==> src/rtl/pwm_pkg.sv <==
// Shared limits and helpers for the multi-channel PWM generator.
// Optional fade ramping in pwm_multi_ch is enabled by defining PWM_FADE_EN.
package pwm_pkg;

    localparam int MAX_CH    = 16;
    localparam int MAX_WIDTH = 16;
    localparam int MAX_PRESCALE = 65535;

    typedef logic [MAX_WIDTH-1:0] duty_max_t;

    // Index width that never collapses to zero bits for a single channel.
    function automatic int clog2_min1(input int n);
        int r;
        if (n <= 2)
            r = 1;
        else
            r = $clog2(n);
        return r;
    endfunction

    // All-ones duty for a given resolution: the 100% (constant high) code.
    function automatic duty_max_t duty_full(input int width);
        duty_max_t v;
        v = '0;
        for (int b = 0; b < MAX_WIDTH; b++) begin
            if (b < width)
                v[b] = 1'b1;
        end
        return v;
    endfunction

endpackage

==> src/rtl/pwm_tick_gen.sv <==
// Shared prescaler and phase counter; boundary marks the last tick of a PWM period.
// Used by pwm_multi_ch in both the plain and PWM_FADE_EN builds.
module pwm_tick_gen
    import pwm_pkg::*;
#(
    parameter int WIDTH    = 8,
    parameter int PRESCALE = 196
) (
    input  logic             clk,
    input  logic             rst_n,
    output logic             tick,
    output logic [WIDTH-1:0] phase,
    output logic             boundary
);

    localparam int               PRE_W    = clog2_min1(PRESCALE);
    localparam logic [PRE_W-1:0] PRE_LAST = PRE_W'(PRESCALE - 1);
    localparam logic [WIDTH-1:0] FULL     = WIDTH'(duty_full(WIDTH));

    logic [PRE_W-1:0] pre_cnt;

    // With PRESCALE=1 the terminal count is 0, so tick stays high every cycle.
    assign tick     = (pre_cnt == PRE_LAST);
    assign boundary = tick && (phase == FULL);

    always_ff @(posedge clk or negedge rst_n) begin
        if (!rst_n) begin
            pre_cnt <= '0;
            phase   <= '0;
        end else if (tick) begin
            pre_cnt <= '0;
            phase   <= phase + WIDTH'(1);
        end else begin
            pre_cnt <= pre_cnt + PRE_W'(1);
        end
    end

endmodule

==> src/rtl/pwm_multi_ch.sv <==
// NUM_CH-channel PWM with shadowed duty registers applied at period boundaries.
// Define PWM_FADE_EN to ramp active duty toward shadow by FADE_STEP per period.
module pwm_multi_ch
    import pwm_pkg::*;
#(
    parameter int NUM_CH    = 3,
    parameter int WIDTH     = 8,
    parameter int PRESCALE  = 196,
    parameter int FADE_STEP = 1
) (
    input  logic                          clk,
    input  logic                          rst_n,
    input  logic                          wr_en,
    input  logic [clog2_min1(NUM_CH)-1:0] wr_ch,
    input  logic [WIDTH-1:0]              wr_duty,
    input  logic [NUM_CH-1:0]             pol,
    output logic [NUM_CH-1:0]             pwm_out,
    output logic                          period_start,
    output logic                          busy
);

    localparam int               CH_W = clog2_min1(NUM_CH);
    localparam logic [WIDTH-1:0] FULL = WIDTH'(duty_full(WIDTH));

    if (NUM_CH < 1 || NUM_CH > MAX_CH || WIDTH < 4 || WIDTH > MAX_WIDTH ||
        PRESCALE < 1 || PRESCALE > MAX_PRESCALE || FADE_STEP < 0) begin : g_param_err
        $error("pwm_multi_ch: parameter out of range");
    end

`ifdef PWM_FADE_EN
    // A step larger than the full scale behaves like an immediate load.
    localparam int             STEP_I = (FADE_STEP > (1 << WIDTH)) ? (1 << WIDTH) : FADE_STEP;
    localparam logic [WIDTH:0] STEP   = (WIDTH+1)'(STEP_I);

    if (FADE_STEP < 1) begin : g_fade_err
        $error("pwm_multi_ch: FADE_STEP must be at least 1 when fading");
    end
`endif

    logic             tick_unused;
    logic [WIDTH-1:0] phase;
    logic             boundary;

    pwm_tick_gen #(
        .WIDTH    (WIDTH),
        .PRESCALE (PRESCALE)
    ) u_tick_gen (
        .clk      (clk),
        .rst_n    (rst_n),
        .tick     (tick_unused),
        .phase    (phase),
        .boundary (boundary)
    );

    // Out-of-range channel indices are dropped here rather than aliasing.
    logic wr_ok;
    assign wr_ok = wr_en && ({1'b0, wr_ch} < (CH_W+1)'(NUM_CH));

    logic [NUM_CH-1:0] raw;
    logic [NUM_CH-1:0] diff;

    for (genvar i = 0; i < NUM_CH; i++) begin : g_ch
        logic [WIDTH-1:0] shadow;
        logic [WIDTH-1:0] active;
        logic [WIDTH-1:0] active_nxt;

        always_ff @(posedge clk or negedge rst_n) begin
            if (!rst_n)
                shadow <= '0;
            else if (wr_ok && (wr_ch == CH_W'(i)))
                shadow <= wr_duty;
        end

`ifdef PWM_FADE_EN
        logic [WIDTH:0] up_sum;
        logic [WIDTH:0] dn_gap;

        // One extra bit keeps the overshoot test exact near full scale.
        always_comb begin
            up_sum     = {1'b0, active} + STEP;
            dn_gap     = {1'b0, active} - {1'b0, shadow};
            active_nxt = active;
            if (active < shadow) begin
                if (up_sum >= {1'b0, shadow})
                    active_nxt = shadow;
                else
                    active_nxt = up_sum[WIDTH-1:0];
            end else if (active > shadow) begin
                if (dn_gap <= STEP)
                    active_nxt = shadow;
                else
                    active_nxt = active - STEP[WIDTH-1:0];
            end
        end
`else
        assign active_nxt = shadow;
`endif

        always_ff @(posedge clk or negedge rst_n) begin
            if (!rst_n)
                active <= '0;
            else if (boundary)
                active <= active_nxt;
        end

        assign raw[i]  = (active == FULL) ? 1'b1 : (phase < active);
        assign diff[i] = (active != shadow);
    end

    always_ff @(posedge clk or negedge rst_n) begin
        if (!rst_n) begin
            pwm_out      <= '0;
            period_start <= 1'b0;
            busy         <= 1'b0;
        end else begin
            pwm_out      <= raw ^ pol;
            period_start <= boundary;
            busy         <= |diff;
        end
    end

endmodule
==> config.mk <==
export PLATFORM = sky130hd
export DESIGN_NAME = pwm_multi_ch
export DESIGN_NICKNAME = d
export VERILOG_FILES = /design/src/rtl/pwm_pkg.sv /design/src/rtl/pwm_tick_gen.sv /design/src/rtl/pwm_multi_ch.sv
export SDC_FILE = /design/constraint.sdc
export NUM_CORES = 1
export LEC_CHECK = 0
export BUFFER_PORTS_ARGS = -buffer_cell sky130_fd_sc_hd__buf_4
export CAP_MARGIN = 5
export CELL_PAD_IN_SITES_DETAIL_PLACEMENT = 2
export CELL_PAD_IN_SITES_GLOBAL_PLACEMENT = 2
export CORE_ASPECT_RATIO = 0.9
export CORE_MARGIN = 8
export CORE_UTILIZATION = 44
export CTS_BUF_LIST = sky130_fd_sc_hd__clkbuf_2
export DETAILED_ROUTE_END_ITERATION = 12
export HOLD_SLACK_MARGIN = 0.02
export PLACE_DENSITY = 0.82
export SYNTH_ARGS = -nofsm -noshare
export SYNTH_HDL_FRONTEND = slang
export SYNTH_SLANG_ARGS = --single-unit
==> constraint.sdc <==
create_clock -name clk -period 2.4 [get_ports clk]
set_input_delay 0.72 -clock clk [delete_from_list [all_inputs] [get_ports clk]]
set_output_delay 0.72 -clock clk [all_outputs]
set_load 0.05 [all_outputs]
# Word-level counts from Yosys, hierarchy flattened
# Cells that the tools add are included.
# W data, S select, Z words.
dict set report classes {
  add_sub_neg 2
  magnitude_cmp 4
  eq_ne 10
  mux 4
  bitwise 1
  n_reduce_logical 7
}
# cell count
set ops {}
lappend ops {{$eq A8 B8 Y1 const B} 5}
lappend ops {{$lt A8 B8 Y1} 3}
lappend ops {{$ne A8 B8 Y1} 3}
lappend ops {{$add A8 B1 Y8 const B} 2}
lappend ops {{$mux W8} 1}
lappend ops {{$logic_and A1 B1 Y1} 5}
lappend ops {{$mux W1} 3}
lappend ops {{$reduce_or A3 Y1} 1}
lappend ops {{$xor A3 B3 Y3} 1}
lappend ops {{$eq A2 B1 Y1 const B} 1}
lappend ops {{$eq A2 B2 Y1 const B} 1}
lappend ops {{$logic_not A2 Y1} 1}
lappend ops {{$lt A2 B2 Y1 const B} 1}
dict set report word_totals {
  regBits 69
  input_bits 16
  out_inout_bits 5
  wordCells 39
}

# Longest topological paths before layout
# Gate-level depths: netlist (run 1).
dict set report depth {
  depth_word 3
  ltp_mapped 7
  ltp_nobuf 7
}

# Hierarchy
# Synthesis (run 1) repeated with hierarchy kept, for this count alone.
dict set report hier_totals {
  cells_unflattened 308
  hier_area_um2 3547.2
}
# mod instances cells_each area_each_um2 seq_area_each_um2
set modules_own_cells {}
lappend modules_own_cells {pwm_multi_ch 1 243 2753.9 1326.3}
lappend modules_own_cells {pwm_tick_gen 1 65 793.3 400.4}

# Worst setup path before layout (run 1)
# Ideal clock, no wire load.
dict set report synth_path {
  kind {register to register}
  startpoint {register u_tick_gen.pre_cnt[0]}
  endpoint {register g_ch[1].active[0]}
  setup_ns 0.125
  t_arrival_ns 1.714
  t_required_ns 2.275
  path_slack_ns 0.561
  path_stages_with_launch 8
  path_buffers 2
  period_less_slack_ns 1.839
  path_cell_list {dfrtp_1 -> ha_1 -> and4b_1 -> and3b_1 -> buf_4 -> nand4_4 -> buf_6 -> mux2_4}
}
dict set report synth_via {
  elab_chain_len 2
}
# item line_no
set synth_lines {}
lappend synth_lines {{from (decl)} pwm_tick_gen.sv:20} ;# logic [PRE_W-1:0] pre_cnt;
lappend synth_lines {{from (signal assigned)} pwm_tick_gen.sv:34} ;# pre_cnt <= pre_cnt + PRE_W'(1);
lappend synth_lines {{$eq A8 B8 Y1} pwm_tick_gen.sv:23} ;# assign tick = (pre_cnt == PRE_LAST);
lappend synth_lines {{$logic_and A1 B1 Y1} pwm_tick_gen.sv:24} ;# assign boundary = tick && (phase == FULL);
lappend synth_lines {{to (signal assigned)} pwm_multi_ch.sv:103} ;# active <= active_nxt;
lappend synth_lines {{to (decl)} pwm_multi_ch.sv:64} ;# logic [WIDTH-1:0] active;
# Every way passes these cells.
# A chain may end at the register's enable or synchronous reset.

# Worst setup path in the final report (run 1)
dict set report layout_path {
  startpoint {register u_tick_gen.phase[2]}
  endpoint {register pwm_out[0]}
}
dict set report layout_via {
  elab_chain_len 3
}
# item line_no
set layout_lines {}
lappend layout_lines {{from (decl)} pwm_tick_gen.sv:12} ;# output logic [WIDTH-1:0] phase,
lappend layout_lines {{from (signal assigned)} pwm_tick_gen.sv:32} ;# phase <= phase + WIDTH'(1);
lappend layout_lines {{$lt A8 B8 Y1} pwm_multi_ch.sv:106} ;# assign raw[i] = (active == FULL) ? 1'b1 : (phase < active);
lappend layout_lines {{$mux W1} pwm_multi_ch.sv:106}
lappend layout_lines {{$xor A3 B3 Y3} pwm_multi_ch.sv:116} ;# pwm_out <= raw ^ pol;
lappend layout_lines {{to (signal assigned)} pwm_multi_ch.sv:116}
lappend layout_lines {{to (decl)} pwm_multi_ch.sv:17} ;# output logic [NUM_CH-1:0] pwm_out,
# Every way passes these cells.

==> metrics.yaml, run 1 <==
clkSinkCount: 69
antenna_found_initial: 0
root_buffer: "clkbuf_2"
finalCriticalPeriod_ns: 2.09
synth_top_flop_cell: "dfrtp_1"
rsz0062_at_grt: "false"
htree_levels: 3
syn_area_um2: 3570
start_util_pct: 44.9
final_nets: 354
fp.dieW_um: 111
cts_buffer_depth: 2
skew_ns: 0.0260
synth_edf_count: 0
grt_start_max_net_pins: 38
antenna_left: 0
instances_no_fill: 419
synth.avg_cell_area_um2: 12.7
core_um2: 7950
place_congestion: 0.743
cts_buffers: 9
drt_first_pass_iters: 4
via_per_inst: 5.50
r2r_cells: 6
fp-row-count: 31
grt_pass1_wl_um: 15000
powerDensity_nw_per_um2: 565
fp.dieH_um: 101
setup_tns_ns: 0
max_slew_margin_pct: 67.9
io_pins: 21
min_path_type: "primary input to async pin"
peakVddDrop_v: 0.000406
clk_pin_slew_ns: 0.22
first_global_vias: 2803
arrival_ns: 2.53
final_hold_viol_count: 0
outcome: "complete, no violations"
cp-end-kind: "flip-flop"
vias: 2306
num-fill-cells: 772
drt_iter0_markers: 36
synth-seq-area-share_pct: 48.4
avgRoutedWirePerCell_um: 20.9
path_cells: "ha_1 > or2_2 > a21oi_1 > nor3_1 > o32ai_1 > xor2_1"
cp_slowest_cell: "dfrtp_1"
leakagePower_uw: 0.00188
synth_fp_nets: 319
overflow: 0
hold_buffers: 0
start_kind: "flip-flop"
place_hpwl_um: 6810
fin_crit_sh_pct: 86.9
regToRegSetupSlack_ns: 0.31
syn_to_final_growth_pct: 12.5
fmax_ghz: 0.480
clock_latency_ns: 0.52
die_area_um2: 11300
finalSetupViolations: 0
syn_inst: 280
synth_seq_cells: 69
design_area_um2: 4010
remaining_drc_errors: 0
place_inst: 403
io_buffers: 20
critical_path_required_ns: 2.84
yosysWarningCount: 0
critPathMaxStageDelay_ns: 0.54
drive_gt1_share_pct: 30.6
drv_slew: 0
antenna_cells: 0
post_cts_buffers: 0
async_flop_share_pct: 100
routed_wl_um: 8750
cap_viol_max_count: 0
r2r-start: "u_tick_gen.phase[2]"
worstMarginPinSlew_ns: 0.470
cts_tree: "yes"
placed_area_um2: 3890
r2r-end: "pwm_out[0]"
post-route-util_pct: 50.5
post_cts_resized: 0
grt_usage_pct: 17.2
crit_fanout: 8
path_class: "flip-flop to flip-flop"
yosysUniqueCellTypes: 31
## layout make-up
cell class / instances / area [um^2] / share of cell area (%)
clock inverter: 6 / 71.3 / 1.78
clock buffer: 10 / 50.0 / 1.25
multi-input combinational: 185 / 1720 / 43.0
sequential: 69 / 1730 / 43.0
timing repair buffer: 28 / 235 / 5.86
inverter: 22 / 82.6 / 2.06
tap: 99 / 124 / 3.09
## kinds of logic (layout without fill, tap and decap cells)
logic type                 count (synthesis)  count (layout)  share of synthesized area [%]
adders and majority gates                 23              23                           8.06
xor gates and xnor gates                  40              40                           9.82
buffers and inverters                     26              66                           3.30
and+or+nand+nor                           57              57                           9.89
DFF                                       69              69                           48.4
muxes                                     49              49                           17.5
AOI/OAI and AO/OA                         16              16                           3.09
## how the worst max path moves through the flow
| stage | start | end | slack (ns) | cells past startpoint |
|---|---|---|---|---|
| after detailed placement | u_tick_gen.phase[1] | pwm_out[0] | 0.31 | 5 |
| after global routing | u_tick_gen.phase[2] | pwm_out[0] | 0.15 | 6 |
| after floorplan | u_tick_gen.pre_cnt[0] | g_ch[1].active[0] | 0.56 | 7 |
| after CTS | u_tick_gen.phase[1] | pwm_out[0] | 0.25 | 5 |
| final | u_tick_gen.phase[2] | pwm_out[0] | 0.31 | 6 |
| after global placement | u_tick_gen.phase[2] | pwm_out[0] | 0.40 | 6 |
## cell usage after synthesis (4+ instances only)
| cell | n | area (um^2) |
|---|---|---|
| o21ai_0 | 4 | 20.0 |
| inv_1 | 22 | 82.6 |
| nand2_1 | 4 | 15.0 |
| mux2_4 | 19 | 285 |
| mux2_2 | 30 | 338 |
| nor2_1 | 7 | 26.3 |
| nand3_1 | 4 | 20.0 |
| xor2_1 | 14 | 123 |
| nand4_1 | 17 | 106 |
| ha_1 | 23 | 288 |
| nand2b_1 | 4 | 25.0 |
| dfrtp_1 | 69 | 1730 |
| and3_1 | 4 | 25.0 |
| xnor2_1 | 26 | 228 |
## flip-flops by register name (all words and copies together) (netlist names)
| name | flops |
|---|---|
| u_tick_gen.phase | 8 |
| u_tick_gen.pre_cnt | 8 |
| busy | 1 |
| pwm_out | 3 |
| g_ch.active_nxt | 24 |
| g_ch.active | 24 |
| period_start | 1 |
## placed cells by master (no fill, tap or decap), drive strengths merged, types with 2 or more instances in the layout
cell type,netlist,layout
nand2b,4,4
nand3b,2,2
dfrtp,69,69
clkbuf,0,10
o32ai,3,3
nand2,4,4
mux2,49,49
clkinv,0,2
nor3,3,3
nand3,4,4
nor4,3,3
a21oi,3,3
ha,23,23
xor2,14,14
a2111oi,3,3
buf,4,28
nor2,7,7
and3,4,4
nand4,18,18
or2,3,3
o21ai,4,4
a211oi,3,3
xnor2,26,26
inv,22,24
## per-layer routing
metal,GRT usage (%),share of wire [%]
met1,19.7,45
met2,30.6,51
met4,5.08,1.3
met3,4.85,2.8
met5,0,0
## critical path: cells and delay by family (launching register included)
kind / cells / cell delay, ns
compound gates: 2 / 0.60
xor+xnor: 1 / 0.18
fa+ha+maj: 1 / 0.35
flops: 1 / 0.54
simple gates: 2 / 0.35
## metrics by stage
stage / power [uW] / setup WS [ns] / hold slack (ns)
floorplan: 1470 / 0.561 / 0.424
global placement: 1570 / 0.399 / 0.460
detailed placement: 1600 / 0.313 / 0.477
CTS: 2310 / 0.254 / 0.0859
global route: 2380 / 0.149 / 0.0821
finish: 2270 / 0.315 / 0.127
## where the power goes
group	internal [uW]	leakage [uW]	switching (uW)	total [uW]
Clock	256	0.0000744	446	701
Combinational	133	0.000916	104	237
Sequential	1240	0.000886	86.3	1330
No activity file was read; power rests on OpenSTA's default activity.
==> run 2: changes to the inputs <==
--- a/config.mk
+++ b/config.mk
@@ -9,7 +9,7 @@
 export CAP_MARGIN = 5
 export CELL_PAD_IN_SITES_DETAIL_PLACEMENT = 2
 export CELL_PAD_IN_SITES_GLOBAL_PLACEMENT = 2
-export CORE_ASPECT_RATIO = 0.9
+export CORE_ASPECT_RATIO = 1.5
 export CORE_MARGIN = 8
 export CORE_UTILIZATION = 44
 export CTS_BUF_LIST = sky130_fd_sc_hd__clkbuf_2
==> constraint.sdc (replaced) <==
create_clock -name clk -period 2.1 [get_ports clk]
set_input_delay 0.63 -clock clk [delete_from_list [all_inputs] [get_ports clk]]
set_output_delay 0.63 -clock clk [all_outputs]
set_load 0.05 [all_outputs]
==> metrics.yaml, run 2 (synthesis gave the netlist of run 1 again) <==
r2r-end: "pwm_out[2]"
grt_start_max_net_pins: 38
via_per_inst: 5.54
antenna_left: 0
clock_latency_ns: 0.54
fp.dieW_um: 89.5
worstHoldEndpoint: "pwm_out[2]"
final_common_cell: "dfrtp_1"
multi_input_area_um2: 1730
antenna_found_initial: 0
layout_common_cells: "dfrtp_1 (68), mux2_2 (30), xnor2_1 (26)"
finalSetupViolations: 0
avgRoutedWirePerCell_um: 21.7
powerDensity_nw_per_um2: 660
place_hpwl_um: 7260
fp-row-count: 40
syn_to_final_growth_pct: 13.1
max_slew_margin_pct: 68.3
core_um2: 7960
setup_tns_ns: 0
vias: 2347
cp-end-kind: "flip-flop"
overflow: 0
clkSinkCount: 69
fin_crit_sh_pct: 95.4
outcome: "complete, no violations"
critical_path_required_ns: 2.59
hp-start: "pol[2]"
cts_buffers: 9
htree_levels: 3
grt_usage_pct: 18.4
drt_iter0_markers: 46
regArea_um2: 1730
path_class: "flip-flop to flip-flop"
holdWs_ns: 0.242
power_frac_seq_pct: 57.0
drv_slew: 0
comb_power_share_pct: 10.6
io_pins: 21
min_path_type: "primary input to flip-flop"
root_buffer: "clkbuf_2"
io_buffers: 20
drive_gt1_share_pct: 29.8
leakagePower_uw: 0.00188
skew_ns: 0.0222
drt_first_pass_iters: 4
place_congestion: 0.747
first_global_vias: 2786
regToRegSetupSlack_ns: 0.1
p_switching_uw: 705
cts_tree: "yes"
min_path_cells: 2
routed_wl_um: 9190
cap_viol_max_count: 0
crit_fanout: 6
r2r_cells: 5
finalCriticalPeriod_ns: 2.00
final_hold_viol_count: 0
fp.dieH_um: 126
fmax_ghz: 0.499
intPower_uw: 1960
arrival_ns: 2.49
start_kind: "flip-flop"
clk_pin_slew_ns: 0.19
remaining_drc_errors: 0
die_area_um2: 11300
antenna_cells: 0
rsz0062_at_grt: "false"
final_nets: 353
worstMarginPinSlew_ns: 0.475
r2r-start: "u_tick_gen.phase[1]"
p_clk_share_pct: 32.4
grt_pass1_wl_um: 15100
cts_buffer_depth: 2
num-fill-cells: 766
start_util_pct: 44.8
peakVddDrop_v: 0.000441
switching_share_pct: 26.5
[run 2: timing repair]
action / 4_1_cts / 5_1_grt
hold buffers: 1 / 0
setup buffers: 0 / 0
endpoints found under the hold margin: 20 / 0
resized for setup: 0 / 2
endpoints found under the setup margin: 0 / 3
[run 2: power groups by stage]
stage          registers [uW]  clock network [uW]  logic [uW]
5_1_grt                  1540                 952         307
2_1_floorplan            1520                   0         164
6_report                 1520                 863         282
3_5_place_dp             1550                   0         287
4_1_cts                  1520                 896         289
3_3_place_gp             1530                   0         262
[run 2: final cells by class]
| type | instances | share of cell area, % |
|---|---|---|
| Inverter | 22 | 2.05 |
| Clock inverter | 6 | 1.92 |
| Tap cell | 105 | 3.25 |
| Timing Repair Buffer | 27 | 6.01 |
| Clock buffer | 10 | 1.24 |
| Sequential cell | 69 | 42.8 |
| Multi-Input combinational cell | 185 | 42.7 |
[run 2: worst max path at each step]
stage	slack [ns]	cells after the start	to	from
after global routing	0.004	5	pwm_out[1]	u_tick_gen.phase[1]
after detailed placement	0.10	6	pwm_out[2]	u_tick_gen.phase[2]
after CTS	0.02	5	pwm_out[2]	u_tick_gen.phase[1]
after global placement	0.17	6	pwm_out[1]	u_tick_gen.phase[2]
after floorplan	0.26	7	g_ch[1].active[0]	u_tick_gen.pre_cnt[0]
final	0.1	5	pwm_out[2]	u_tick_gen.phase[1]
[run 2: layer usage]
| metal | up-vias | GRT usage [%] | part of all wire, % |
|---|---|---|---|
| met5 | - | 0 | 0 |
| met4 | 0 | 6.10 | 1.5 |
| met3 | 9 | 5.11 | 2.9 |
| met2 | 32 | 34.1 | 59 |
| met1 | 1242 | 18.7 | 37 |
| li1 | 1064 | - | - |
[run 2: metrics by stage]
step	cells	setup WS (ns)	area (um^2)	total power [uW]	util, %
floorplan	280	0.261	3570	1680	-
global placement	407	0.170	3900	1790	49.0
detailed placement	407	0.100	3900	1830	49.0
CTS	424	0.0199	4040	2710	50.7
global route	424	0.00412	4040	2790	50.7
finish	424	0.0963	4040	2670	50.7
[run 2: critical path, cell delays in order, from the launching register on]
cell       delay (ns)
dfrtp_1          0.51
ha_1             0.34
a2111oi_1        0.39
nor3_1           0.12
o32ai_1          0.41
xor2_1           0.18
